### src/rtl/mrhankey_pkg.sv
// Shared definitions for the mrhankey CPU front end: special opcodes,
// opcode classes used by the decoder, and the fetch state encoding.
package mrhankey_pkg;

  localparam logic [7:0] NOP_CODE  = 8'h88;
  localparam logic [7:0] HALT_CODE = 8'hFF;

  // Opcode class lives in IR[7:6]; NOP_CODE is ADD class with a reserved subcode.
  localparam logic [1:0] LDA = 2'b00;
  localparam logic [1:0] LDB = 2'b01;
  localparam logic [1:0] ADD = 2'b10;

  typedef enum logic [1:0] {
    IDLE   = 2'd0,
    FETCH  = 2'd1,
    HALTED = 2'd2
  } fetch_state_t;

endpackage

### src/rtl/fetch_pc_counter.sv
// Program counter register: async clear to RESET_PC, increments by one
// when enabled and wraps modulo 2^AW.
module pc_counter #(
  parameter int              AW       = 8,
  parameter logic [AW-1:0]   RESET_PC = '0
) (
  input  logic          clk,
  input  logic          clr,
  input  logic          inc,
  output logic [AW-1:0] pc
);

  always_ff @(posedge clk or posedge clr) begin
    if (clr) begin
      pc <= RESET_PC;
    end else if (inc) begin
      pc <= pc + AW'(1);
    end
  end

endmodule

### src/rtl/fetch.sv
// Instruction fetch stage: owns the PC, reads bytes over req/ack and hands
// one registered instruction per ack to the decoder. Optional single-step
// gating is enabled by defining FETCH_STEP_EN.
module fetch
  import mrhankey_pkg::*;
#(
  parameter int            AW       = 8,
  parameter logic [AW-1:0] RESET_PC = '0
) (
  input  logic          clk,
  input  logic          clr,
  input  logic          halt,
`ifdef FETCH_STEP_EN
  input  logic          step,
`endif
  output logic          mem_req,
  output logic [AW-1:0] mem_addr,
  input  logic          mem_ack,
  input  logic [7:0]    mem_data,
  output logic [7:0]    IR,
  output logic          ir_valid,
  output logic [AW-1:0] pc,
  output logic          halted
);

  fetch_state_t state;
  logic         credit;
  logic         accept;

  // mem_req decodes registered state only, so clr drops it at once.
  assign mem_req  = (state == FETCH) && credit;
  assign mem_addr = pc;
  // A same-cycle halt wins over an ack: the byte is discarded.
  assign accept   = mem_req && mem_ack && !halt;

  pc_counter #(
    .AW       (AW),
    .RESET_PC (RESET_PC)
  ) u_pc_counter (
    .clk (clk),
    .clr (clr),
    .inc (accept),
    .pc  (pc)
  );

`ifdef FETCH_STEP_EN
  // One-deep step credit: set by a pulse, consumed by the ack it unlocks.
  always_ff @(posedge clk or posedge clr) begin
    if (clr) begin
      credit <= 1'b0;
    end else if (state == HALTED || halt) begin
      credit <= 1'b0;
    end else if (credit) begin
      credit <= !(mem_req && mem_ack);
    end else begin
      credit <= step;
    end
  end
`else
  assign credit = 1'b1;
`endif

  always_ff @(posedge clk or posedge clr) begin
    if (clr) begin
      state    <= IDLE;
      IR       <= NOP_CODE;
      ir_valid <= 1'b0;
      halted   <= 1'b0;
    end else begin
      IR       <= NOP_CODE;
      ir_valid <= 1'b0;
      case (state)
        IDLE: begin
          if (halt) begin
            state  <= HALTED;
            halted <= 1'b1;
          end else begin
            state <= FETCH;
          end
        end
        FETCH: begin
          if (halt) begin
            state  <= HALTED;
            halted <= 1'b1;
          end else if (accept) begin
            IR       <= mem_data;
            ir_valid <= 1'b1;
            // The halt opcode still reaches the decoder; fetching stops behind it.
            if (mem_data == HALT_CODE) begin
              state  <= HALTED;
              halted <= 1'b1;
            end
          end
        end
        HALTED: begin
          halted <= 1'b1;
        end
        default: begin
          state <= IDLE;
        end
      endcase
    end
  end

endmodule

### config.mk
export PLATFORM = sky130hd
export DESIGN_NAME = fetch
export DESIGN_NICKNAME = d
export VERILOG_FILES = /design/src/rtl/mrhankey_pkg.sv /design/src/rtl/fetch_pc_counter.sv /design/src/rtl/fetch.sv
export SDC_FILE = /design/constraint.sdc
export NUM_CORES = 1
export LEC_CHECK = 0
export CORE_AREA = 2 2 50 52
export DETAILED_ROUTE_END_ITERATION = 16
export DIE_AREA = 0 0 52 54
export PLACE_DENSITY_LB_ADDON = 0.2
export SETUP_SLACK_MARGIN = 0.3
export SYNTH_ARGS = -nofsm -noshare
export SYNTH_HDL_FRONTEND = slang
export SYNTH_SLANG_ARGS = --single-unit
export TNS_END_PERCENT = 10
### constraint.sdc
create_clock -name clk -period 1.53 [get_ports clk]
set_input_delay 0.306 -clock clk [delete_from_list [all_inputs] [get_ports clk]]
set_output_delay 0.306 -clock clk [all_outputs]
set_load 0.01 [all_outputs]
==> flow_summary.toml <==
[timing]
tightest_slew_ns = 0.404
rsz0062_at_grt = "true"
period_share = 0.888
fin_skew_ns = 0.00609
setup_slack_ns = 0.172
relSlewSlack = 0.730
report.final.hold_viol_count = 0
tns_ns = 0
fmax_mhz = 736
report.final.setup_viol = 0
post-route-min-period_ns = 1.36
slew_viol_final = 0

[worst_hold_path]
worstHoldPathType = "in -> async"

[grt]
grt_overflow = 0
grt_pass1_wl_um = 2670
grt_pass1_vias = 627
grt_util_all_layers = 0.137
grt_max_degree = 13
antenna_found_initial = 0

[worst_setup_path]
endpoint = "mem_addr[1]"
cp.arrival_ns = 1.05
end_kind = "output pin"
crit_type = "reg -> out"
cp.required_ns = 1.22
cp_num_cells = 1
worstSetupStartpoint = "u_pc_counter.pc[1]"
regToRegEndpoint = "u_pc_counter.pc[6]"
crit_chain = "clkdlybuf4s15_1"
path_delay_family = "flip-flops"
r2r_start = "state[1]"
ff2ff_setup_slack_ns = 0.22
path_buf_inv = 1
cp-start-kind = "flip-flop"
worst_path_max_delay_cell = "dfrtp_1"
worstRegToRegCells = 4
slowest_delay_ns = 0.47
cp_max_fo = 5

[clock_network]
clockBufferDepth = 2
clkLatencyLatePin_ns = 0.31
cts_sinks = 20
cts_tree = "done"
cts_made_buffers = 3
cts_root_buf = "clkbuf_4"
htreeDepth = 1
hold_buffers = 0
clk_pin_slew_ns = 0.12

[route]
wire_per_inst_um = 12.1
wl_um = 1700
vias = 633
drc = 0
vias_per_cell = 4.49
first_pass_iters = 3
ant_nets = 0
drtIter0Drc = 1

[die]
die_area_mm2 = 0.00281
fp.dieH_um = 54
die_width_um = 52
start_util = 0.381
io_pins = 39
core_area_mm2 = 0.00232
placement_rows = 18

[synth]
synth_area_leaders = "dfrtp_1 (51%), buf_4 (6.8%), and2_2 (5.9%)"
syn-cell-area_um2 = 883
syn-num-nets = 79
synth_top_area_frac = 0.510
syn_area_per_cell_um2 = 13.4
syn_inst = 66
yosysTopAreaCell = "dfrtp_1"
seq_area_frac_synth = 0.569
yosysWarnings = 0
synth_cell_types = 24
ys_ff_latch = 20

[pwr]
pwr_density_cell_mw_per_mm2 = 863
peakVddDrop_v = 0.000583
leakagePower_uw = 0.000741

[place]
dp_worst_setup_slack_ns = -0.114
place_congestion = 0.694
dp_hpwl_um = 1210
portBuffers = 38
dp_cells = 128

[finish]
final_util = 0.584
stdcell_count = 141
num-nets-final = 125
final_common_cell = "dlygate4sd2_1"
layout-drive-gt1-share = 0.387
synthToLayoutAreaGrowth_pct = 53.3
diodes = 0
mostFrequentLayoutCells = "dlygate4sd2_1 (18), dfrtp_1 (16), clkdlybuf4s50_1 (11)"

[run]
drv_cap = 0

[run_status]
status = "complete, no violations"
## power by group
part | switching (uW) | internal [uW]
combinational | 67.7 | 104
sequential | 12.9 | 545
clock | 174 | 265
total | 254 | 914
## cells by family (layout without fill, tap and decap cells)
kind of cell / after synthesis / in the layout / synth area share
buffers and inverters: 11 / 56 / 0.108
DFF: 20 / 20 / 0.569
xor gates and xnor gates: 7 / 7 / 0.0864
AOI/OAI and AO/OA: 2 / 2 / 0.0184
and+or+nand+nor: 24 / 24 / 0.191
adders and majority gates: 1 / 1 / 0.0142
muxes: 1 / 1 / 0.0127
## timing repair
action | in CTS | in global routing
setup buffers | 8 | 1
resized for setup | 52 | 6
hold endpoints to repair | 0 | 0
setup endpoints to repair | 31 | 34
## layer usage
metal  global-route usage  part of all wire  vias up
met5                    0                 0        -
met4               0.0789             0.021        0
met3               0.0250             0.045        2
met2                0.245              0.52       19
met1                0.153              0.42      311
li1                     -                 -      301
## state kept, by name, summed over array words and instances (netlist names)
name             flops
state                2
u_pc_counter.pc      8
IR                   8
ir_valid             1
halted               1
## cell usage after synthesis (all sizes together)
cell type   n
and2        7
inv         1
dfstp       2
o31a        1
buf        10
or2b        2
and2b       1
nand4       6
ha          1
dfrtp      18
nand2       3
and3        2
nor2        2
mux2        1
and4bb      1
xor2        1
o21bai      1
xnor2       6
## worst min-delay path by stage
stage | from | end | slack (ns)
3_5_place_dp | halted | halted | 0.47
5_1_grt | clr | IR[2] | 0.30
6_report | clr | IR[2] | 0.26
4_1_cts | clr | halted | 0.27
3_3_place_gp | halted | halted | 0.46
2_1_floorplan | clr | IR[0] | 0.27
## stage by stage
step	hold WS (ns)	cell area, um2	total power, uW
finish	0.261	1350	1170
detailed placement	0.470	1250	690
floorplan	0.268	883	618
global placement	0.464	1250	690
global route	0.296	1350	1210
CTS	0.269	1320	1140
## final cells by class
type                            instances  area [um2]
Clock buffer                            3        22.5
Clock inverter                          1        30.0
Fill cell                             209         966
Inverter                                1        3.75
Multi-Input combinational cell         35         302
Sequential cell                        20         505
Tap cell                               30        37.5
Timing Repair Buffer                   51         453
Note: power is estimated with default switching activity, not from simulation.
